`src/rtl/ss_display_sched.sv`:
```
// ss_display_sched: shares the four-digit seven-segment display between the
// time source and an overlay requester. Every source switch runs fade-out,
// a one-cycle digit swap, then fade-in. All outputs are registered.
//
// Ports:
//   Clk, Reset         clock; synchronous active-high reset
//   TimeBCD            time digits {BCD3,BCD2,BCD1,BCD0}
//   OvlReq / OvlBCD    overlay request (held until OvlAck) and its digits
//   OvlAck             one-cycle pulse; OvlBCD was captured on the edge that raised it
//   TargetBrightness   steady-state brightness
//   BCD3..BCD0         digits to the driver
//   Brightness         brightness to the driver
//   Busy               high while fading or swapping
//
// Optional build macro SS_BLINK_EN: the overlay blinks between
// TargetBrightness and 0 every BLINK_TICKS ticks while it is shown.

module ss_display_sched #(
  parameter int unsigned TICK_DIV    = 100000,
  parameter int unsigned FADE_STEP   = 8,
  parameter int unsigned HOLD_TICKS  = 2000,
  parameter int unsigned BLINK_TICKS = 250
) (
  input  logic        Clk,
  input  logic        Reset,
  input  logic [15:0] TimeBCD,
  input  logic        OvlReq,
  input  logic [15:0] OvlBCD,
  output logic        OvlAck,
  input  logic [7:0]  TargetBrightness,
  output logic [3:0]  BCD3,
  output logic [3:0]  BCD2,
  output logic [3:0]  BCD1,
  output logic [3:0]  BCD0,
  output logic [7:0]  Brightness,
  output logic        Busy
);

  localparam int unsigned TickW = (TICK_DIV > 1) ? $clog2(TICK_DIV) : 1;
  localparam int unsigned HoldW = $clog2(HOLD_TICKS + 1);
  localparam logic [TickW-1:0] TickMax = TickW'(TICK_DIV - 1);
  localparam logic [HoldW-1:0] HoldMax = HoldW'(HOLD_TICKS - 1);
  localparam logic [7:0]       Step    = 8'(FADE_STEP);

  typedef enum logic [2:0] {StShowTime, StFadeOut, StSwap, StFadeIn, StShowOvl} state_e;
  typedef enum logic {SelTime, SelOvl} sel_e;

  state_e            state_q;
  sel_e              sel_q;
  logic [15:0]       disp_q;
  logic [15:0]       ovl_q;
  logic [HoldW-1:0]  hold_cnt_q;
  logic [TickW-1:0]  tick_cnt_q;

  logic       tick;
  logic [8:0] fade_sum;
  logic [7:0] fade_up;
  logic [7:0] fade_dn;
  logic       hold_done;
  logic       req_ok;
  logic [7:0] ovl_bright;

  assign {BCD3, BCD2, BCD1, BCD0} = disp_q;

  // Free-running tick strobe.
  assign tick = (tick_cnt_q == TickMax);

  always_ff @(posedge Clk) begin
    if (Reset) begin
      tick_cnt_q <= '0;
    end else begin
      tick_cnt_q <= tick ? '0 : tick_cnt_q + TickW'(1);
    end
  end

  always_comb begin
    fade_sum  = {1'b0, Brightness} + {1'b0, Step};
    fade_up   = (fade_sum > {1'b0, TargetBrightness}) ? TargetBrightness : fade_sum[7:0];
    fade_dn   = (Brightness > Step) ? Brightness - Step : 8'd0;
    hold_done = tick && (hold_cnt_q == HoldMax);
    // Ack is registered, so masking with it keeps a lingering request from
    // producing back-to-back acks.
    req_ok    = OvlReq && !OvlAck;
  end

`ifdef SS_BLINK_EN
  localparam int unsigned BlinkW = (BLINK_TICKS > 1) ? $clog2(BLINK_TICKS) : 1;
  localparam logic [BlinkW-1:0] BlinkMax = BlinkW'(BLINK_TICKS - 1);

  logic [BlinkW-1:0] blink_cnt_q;
  logic              blink_on_q;
  logic              blink_wrap;
  logic              blink_on_d;

  always_comb begin
    blink_wrap = tick && (blink_cnt_q == BlinkMax);
    blink_on_d = blink_on_q ^ blink_wrap;
    ovl_bright = blink_on_d ? TargetBrightness : 8'd0;
  end

  // Phase is held at "on" outside SHOW_OVL so every entry starts lit, and
  // restarts on each accepted overlay.
  always_ff @(posedge Clk) begin
    if (Reset || state_q != StShowOvl || req_ok) begin
      blink_cnt_q <= '0;
      blink_on_q  <= 1'b1;
    end else if (tick) begin
      blink_cnt_q <= blink_wrap ? '0 : blink_cnt_q + BlinkW'(1);
      blink_on_q  <= blink_on_d;
    end
  end
`else
  assign ovl_bright = TargetBrightness;
`endif

  always_ff @(posedge Clk) begin
    if (Reset) begin
      state_q    <= StFadeIn;
      sel_q      <= SelTime;
      disp_q     <= '0;
      ovl_q      <= '0;
      hold_cnt_q <= '0;
      Brightness <= '0;
      OvlAck     <= 1'b0;
      Busy       <= 1'b0;
    end else begin
      OvlAck <= 1'b0;
      unique case (state_q)
        StShowTime: begin
          disp_q     <= TimeBCD;
          Brightness <= TargetBrightness;
          Busy       <= 1'b0;
          if (req_ok) begin
            ovl_q      <= OvlBCD;
            OvlAck     <= 1'b1;
            sel_q      <= SelOvl;
            hold_cnt_q <= '0;
            state_q    <= StFadeOut;
            Busy       <= 1'b1;
          end
        end
        StFadeOut: begin
          Busy <= 1'b1;
          if (Brightness == 8'd0) begin
            state_q <= StSwap;
          end else if (tick) begin
            Brightness <= fade_dn;
          end
        end
        StSwap: begin
          Busy    <= 1'b1;
          disp_q  <= (sel_q == SelOvl) ? ovl_q : TimeBCD;
          state_q <= StFadeIn;
        end
        StFadeIn: begin
          if (Brightness == TargetBrightness) begin
            state_q    <= (sel_q == SelOvl) ? StShowOvl : StShowTime;
            hold_cnt_q <= '0;
            Busy       <= 1'b0;
          end else begin
            Busy <= 1'b1;
            // A lowered target wins over the ramp immediately.
            if (TargetBrightness < Brightness) begin
              Brightness <= TargetBrightness;
            end else if (tick) begin
              Brightness <= fade_up;
            end
          end
        end
        StShowOvl: begin
          Busy   <= 1'b0;
          disp_q <= ovl_q;
          // A new request beats hold expiry: swap digits in place, restart hold.
          if (req_ok) begin
            ovl_q      <= OvlBCD;
            disp_q     <= OvlBCD;
            OvlAck     <= 1'b1;
            hold_cnt_q <= '0;
            Brightness <= TargetBrightness;
          end else if (hold_done) begin
            hold_cnt_q <= '0;
            sel_q      <= SelTime;
            state_q    <= StFadeOut;
            Busy       <= 1'b1;
            Brightness <= ovl_bright;
          end else begin
            Brightness <= ovl_bright;
            if (tick) hold_cnt_q <= hold_cnt_q + HoldW'(1);
          end
        end
        default: begin
          state_q <= StFadeIn;
          Busy    <= 1'b1;
        end
      endcase
    end
  end

endmodule

```
`config.mk`:
```
export PLATFORM = sky130hd
export DESIGN_NAME = ss_display_sched
export DESIGN_NICKNAME = d
export VERILOG_FILES = /design/src/rtl/ss_display_sched.sv
export SDC_FILE = /design/constraint.sdc
export NUM_CORES = 1
export LEC_CHECK = 0
export CAP_MARGIN = 20
export CORE_MARGIN = 2
export CORE_UTILIZATION = 48
export DETAILED_ROUTE_END_ITERATION = 16
export GPL_ROUTABILITY_DRIVEN = 0
export PLACE_DENSITY = 0.81
export SLEW_MARGIN = 10
export SYNTH_ARGS = -nofsm -noshare
export SYNTH_HDL_FRONTEND = slang
export SYNTH_SLANG_ARGS = --single-unit
```
`constraint.sdc`:
```
create_clock -name Clk -period 2.65 [get_ports Clk]
set_input_delay 0.3975 -clock Clk [delete_from_list [all_inputs] [get_ports Clk]]
set_output_delay 0.3975 -clock Clk [all_outputs]
set_load 0.01 [all_outputs]
```
==> results of run 1 <==
-- cell usage after synthesis, types with 10 or more instances --
cell type and instances:
a21oi_1 30, a22oi_1 16, a311oi_1 17, clkbuf_1 18, dfxtp_1 74, ha_1 20, inv_1 20, nand2_1 69
nand3_1 14, nand4_1 10, nor2_1 61, xnor2_1 10, xor2_1 16
-- power groups by stage --
stage / Combinational [W] / Sequential [W] / Clock, W
2_1_floorplan: 0.00102 / 0.00148 / 0
3_3_place_gp: 0.00183 / 0.00144 / 0
3_5_place_dp: 0.00188 / 0.00145 / 0
4_1_cts: 0.00205 / 0.00144 / 0.000782
5_1_grt: 0.00239 / 0.00147 / 0.000831
6_report: 0.00221 / 0.00145 / 0.000774
-- area by class of cell --
| cell class | count | share of cell area (%) |
|---|---|---|
| multi-input cells | 364 | 46.1 |
| flip-flops and latches | 74 | 28.0 |
| repair buffers | 111 | 18.8 |
| well taps | 105 | 2.46 |
| clock buffers | 9 | 2.32 |
| inverters | 20 | 1.41 |
| clock inverters | 7 | 0.868 |
-- per-stage QoR --
step           setup WS, ns  util [%]  setup TNS (ns)  cell area [sq um]
2_1_floorplan        0.0269         -               0               3950
3_3_place_gp         -0.112      60.8          -0.809               4920
3_5_place_dp         -0.214      60.8           -1.47               4920
4_1_cts              0.0135      64.6               0               5230
5_1_grt              -0.109      65.9          -0.392               5330
6_report            -0.0254      65.9         -0.0355               5330
-- worst paths after layout --
check / slack (ns) / to / from / cells past startpoint
worst max register to register: -0.03 / Brightness[7] / Brightness[3] / 11
worst min register to register: 0.46 / ovl_q[8] / ovl_q[8] / 2
worst min-delay path: 0.43 / tick_cnt_q[2] / Reset / 2
worst max-delay path: -0.03 / Brightness[7] / Brightness[3] / 11
-- state kept, by name (all words and copies together), names as in the netlist --
register / flops
OvlAck: 1
hold_cnt_q: 11
tick_cnt_q: 17
Busy: 1
state_q: 3
Brightness: 8
ovl_q: 16
disp_q: 16
sel_q: 1
-- critical path, stage by stage (launching register included) --
cell	delay, ns
dfxtp_4	0.39
buf_4	0.12
nand3_2	0.07
xnor2_2	0.23
ha_1	0.30
a21oi_1	0.16
o221ai_1	0.14
o32a_1	0.19
o21bai_4	0.19
o31a_1	0.34
a221oi_2	0.32
a211oi_1	0.10
-- routing by layer --
metal,vias to the layer above,GRT usage (%)
li1,1915,-
met1,1860,27.6
met2,112,40.8
met3,27,5.67
met4,0,9.54
met5,-,0
-- kinds of logic (layout without fill, tap and decap cells) --
| family | after synthesis | after routing | synth area share (%) |
|---|---|---|---|
| buffers and inverters | 46 | 147 | 4.81 |
| adders and majority gates | 20 | 20 | 6.34 |
| and+or+nand+nor | 205 | 205 | 25.3 |
| muxes | 2 | 2 | 0.507 |
| xor gates and xnor gates | 26 | 26 | 5.76 |
| AOI/OAI and AO/OA | 111 | 111 | 19.8 |
| DFF | 74 | 74 | 37.5 |
-- timing repair --
item / in CTS / in global routing
endpoints found under the setup margin: 8 / 8
pin swaps: 5 / 10
buffers inserted: 4 / 3
resized for setup: 19 / 14
==> metrics.txt, run 1 <==
# TYPE chip_impl_metric gauge
chip_impl_info{name="result_of_the_run",value="complete, but fails checks"} 1
chip_impl_info{name="violations",value="negative setup slack"} 1
chip_impl_metric{name="mappedNetlistNets",unit=""} 547
chip_impl_metric{name="place.detailed.instances",unit=""} 667
chip_impl_metric{name="rows",unit=""} 33
chip_impl_metric{name="initial_core_util",unit="%"} 48.8
chip_impl_metric{name="final.hold.worst_slack",unit="ns"} 0.428
chip_impl_metric{name="multi_input_comb_area",unit="sq um"} 2460
chip_impl_info{name="min-delay-path-class",value="in2reg"} 1
chip_impl_metric{name="grt_start_max_net_pins",unit=""} 38
chip_impl_metric{name="stdcell_count",unit=""} 690
chip_impl_metric{name="power.share.combinational",unit="%"} 49.9
chip_impl_metric{name="total_power",unit="W"} 0.00444
chip_impl_metric{name="leakage_power_figure",unit="nW"} 1.94
chip_impl_metric{name="power.switching_fraction",unit="%"} 38.6
chip_impl_metric{name="final_min_period_over_clock_period",unit="%"} 101
chip_impl_metric{name="timing.max_slew.rel_slack",unit="%"} 53.9
chip_impl_info{name="critPathKind",value="reg2reg"} 1
chip_impl_metric{name="hold_buffers",unit=""} 0
chip_impl_metric{name="final.fill_count",unit=""} 636
chip_impl_info{name="synth_area_leader_cell",value="dfxtp_1"} 1
chip_impl_info{name="leading_cell_types_in_the_layout_fill_and_taps_excluded",value="dfxtp_1 (70), nand2_1 (69), clkdlybuf4s50_1 (67)"} 1
chip_impl_metric{name="globalRoute.totalOverflow",unit=""} 0
chip_impl_metric{name="port_buffers",unit=""} 68
chip_impl_metric{name="detailedRoute.firstIterationViolations",unit=""} 178
chip_impl_metric{name="grt_pass1_vias",unit=""} 3702
chip_impl_metric{name="finalHoldViolCount",unit=""} 0
chip_impl_metric{name="grt_use_total",unit="%"} 23.4
chip_impl_metric{name="synth_area",unit="sq um"} 3950
chip_impl_metric{name="synth_seq_cells",unit=""} 74
chip_impl_metric{name="n_antenna_cell",unit=""} 0
chip_impl_metric{name="synth_seq_area_share",unit="%"} 37.5
chip_impl_metric{name="tightestPinTransition",unit="ns"} 0.692
chip_impl_info{name="leading_cell_type_in_the_layout_fill_and_taps_excluded",value="dfxtp_1"} 1
chip_impl_metric{name="share_clk_of_total_power",unit="%"} 17.4
chip_impl_metric{name="fp.dieH",unit="um"} 94.7
chip_impl_metric{name="cp_max_fo",unit=""} 4
chip_impl_metric{name="post_synth_num_cell_types",unit=""} 57
chip_impl_metric{name="die_width",unit="um"} 94.7
chip_impl_metric{name="internal_power",unit="W"} 0.00273
chip_impl_metric{name="detail_route.vias_per_cell",unit=""} 5.67
chip_impl_metric{name="cap_viol_max_count",unit=""} 0
chip_impl_metric{name="nNetsFinal",unit=""} 643
chip_impl_info{name="cts_tree",value="built"} 1
chip_impl_metric{name="powerDensity",unit="nW/um^2"} 832
chip_impl_metric{name="path_clk_slew",unit="ns"} 0.08
chip_impl_metric{name="drt_drc_violations_left",unit=""} 0
chip_impl_metric{name="grt_pass1_wl",unit="um"} 16600
chip_impl_metric{name="clockBufferDepth",unit=""} 2
chip_impl_info{name="critPathLaunchType",value="register"} 1
chip_impl_metric{name="post_drt_wl_per_cell",unit="um"} 15.3
chip_impl_metric{name="yosysWarningCount",unit=""} 0
chip_impl_metric{name="regArea",unit="sq um"} 1490
chip_impl_metric{name="dr_total_vias",unit=""} 3914
chip_impl_metric{name="detailedRoute.firstPassIterationCount",unit=""} 5
chip_impl_metric{name="m1WireLength",unit="um"} 4360
chip_impl_metric{name="vdd.ir_drop.worst",unit="mV"} 0.417
chip_impl_metric{name="setup_violations",unit=""} 2
chip_impl_metric{name="inserted_clock_buffers",unit=""} 9
chip_impl_info{name="highest_layer",value="met4"} 1
chip_impl_metric{name="io_count",unit=""} 69
chip_impl_metric{name="coreArea",unit="sq um"} 8090
chip_impl_metric{name="final.setup.worst_slack",unit="ns"} -0.0254
chip_impl_info{name="synth.top_cells.by_area",value="dfxtp_1 (38%), nand2_1 (6.6%), ha_1 (6.3%)"} 1
chip_impl_info{name="dominantRegCellSynth",value="dfxtp_1"} 1
chip_impl_metric{name="net-switching-power",unit="W"} 0.00171
chip_impl_metric{name="critical_path_arrival",unit="ns"} 2.91
chip_impl_metric{name="netlist_instances",unit=""} 484
chip_impl_info{name="setup_repair_after_global_routing_missed_its_margin",value="true"} 1
chip_impl_metric{name="clock_sinks",unit=""} 74
chip_impl_metric{name="syn2layout_area_growth",unit="%"} 35.0
chip_impl_metric{name="met2WireLength",unit="um"} 5380
chip_impl_metric{name="grt_antenna_before_repair",unit=""} 0
chip_impl_metric{name="drive_gt1_share",unit="%"} 16.9
chip_impl_metric{name="yosysTopAreaCellShare",unit="%"} 37.5
chip_impl_metric{name="die_ar",unit="sq um"} 8970
chip_impl_metric{name="antenna_left",unit=""} 0
chip_impl_metric{name="cp_data_required_time",unit="ns"} 2.88
chip_impl_metric{name="syn-mean-instance-area",unit="sq um"} 8.16
chip_impl_metric{name="synth_edf_count",unit=""} 0
chip_impl_metric{name="worstSkewPairLatency",unit="ns"} 0.35
chip_impl_metric{name="wl_met3",unit="um"} 524
chip_impl_metric{name="finClkSkew",unit="ns"} 0.0115
chip_impl_metric{name="clock.fmax",unit="MHz"} 374
chip_impl_info{name="cts.root.buffer_cell",value="clkbuf_8"} 1
chip_impl_metric{name="half_perimeter_wire_length_after_placement",unit="um"} 7110
chip_impl_metric{name="timing.final.max_slew_violations",unit=""} 0
chip_impl_info{name="critical_path.endpoint_type",value="register"} 1
chip_impl_metric{name="detail_route.wirelength",unit="um"} 10500
chip_impl_metric{name="sequential_group_share_of_total_power",unit="%"} 32.7
chip_impl_metric{name="post-route-min-period",unit="ns"} 2.68
chip_impl_metric{name="cts.htree.levels",unit=""} 3
chip_impl_metric{name="proportion_of_synthesized_flip_flops_having_asynchronous_set_or_reset",unit="%"} 0
No activity file was read; power rests on OpenSTA's default activity.
==> run 2, diff against run 1 <==
CTS_CLUSTER_DIAMETER = 100   (was not set)
==> results of run 2 <==
Final layout, timing and power as in run 1 (identical DEF).
==> run 3, diff against run 2 <==
HOLD_SLACK_MARGIN = 0.02   (was not set)
==> results of run 3 <==
Final layout, timing and power as in run 1 (identical DEF).
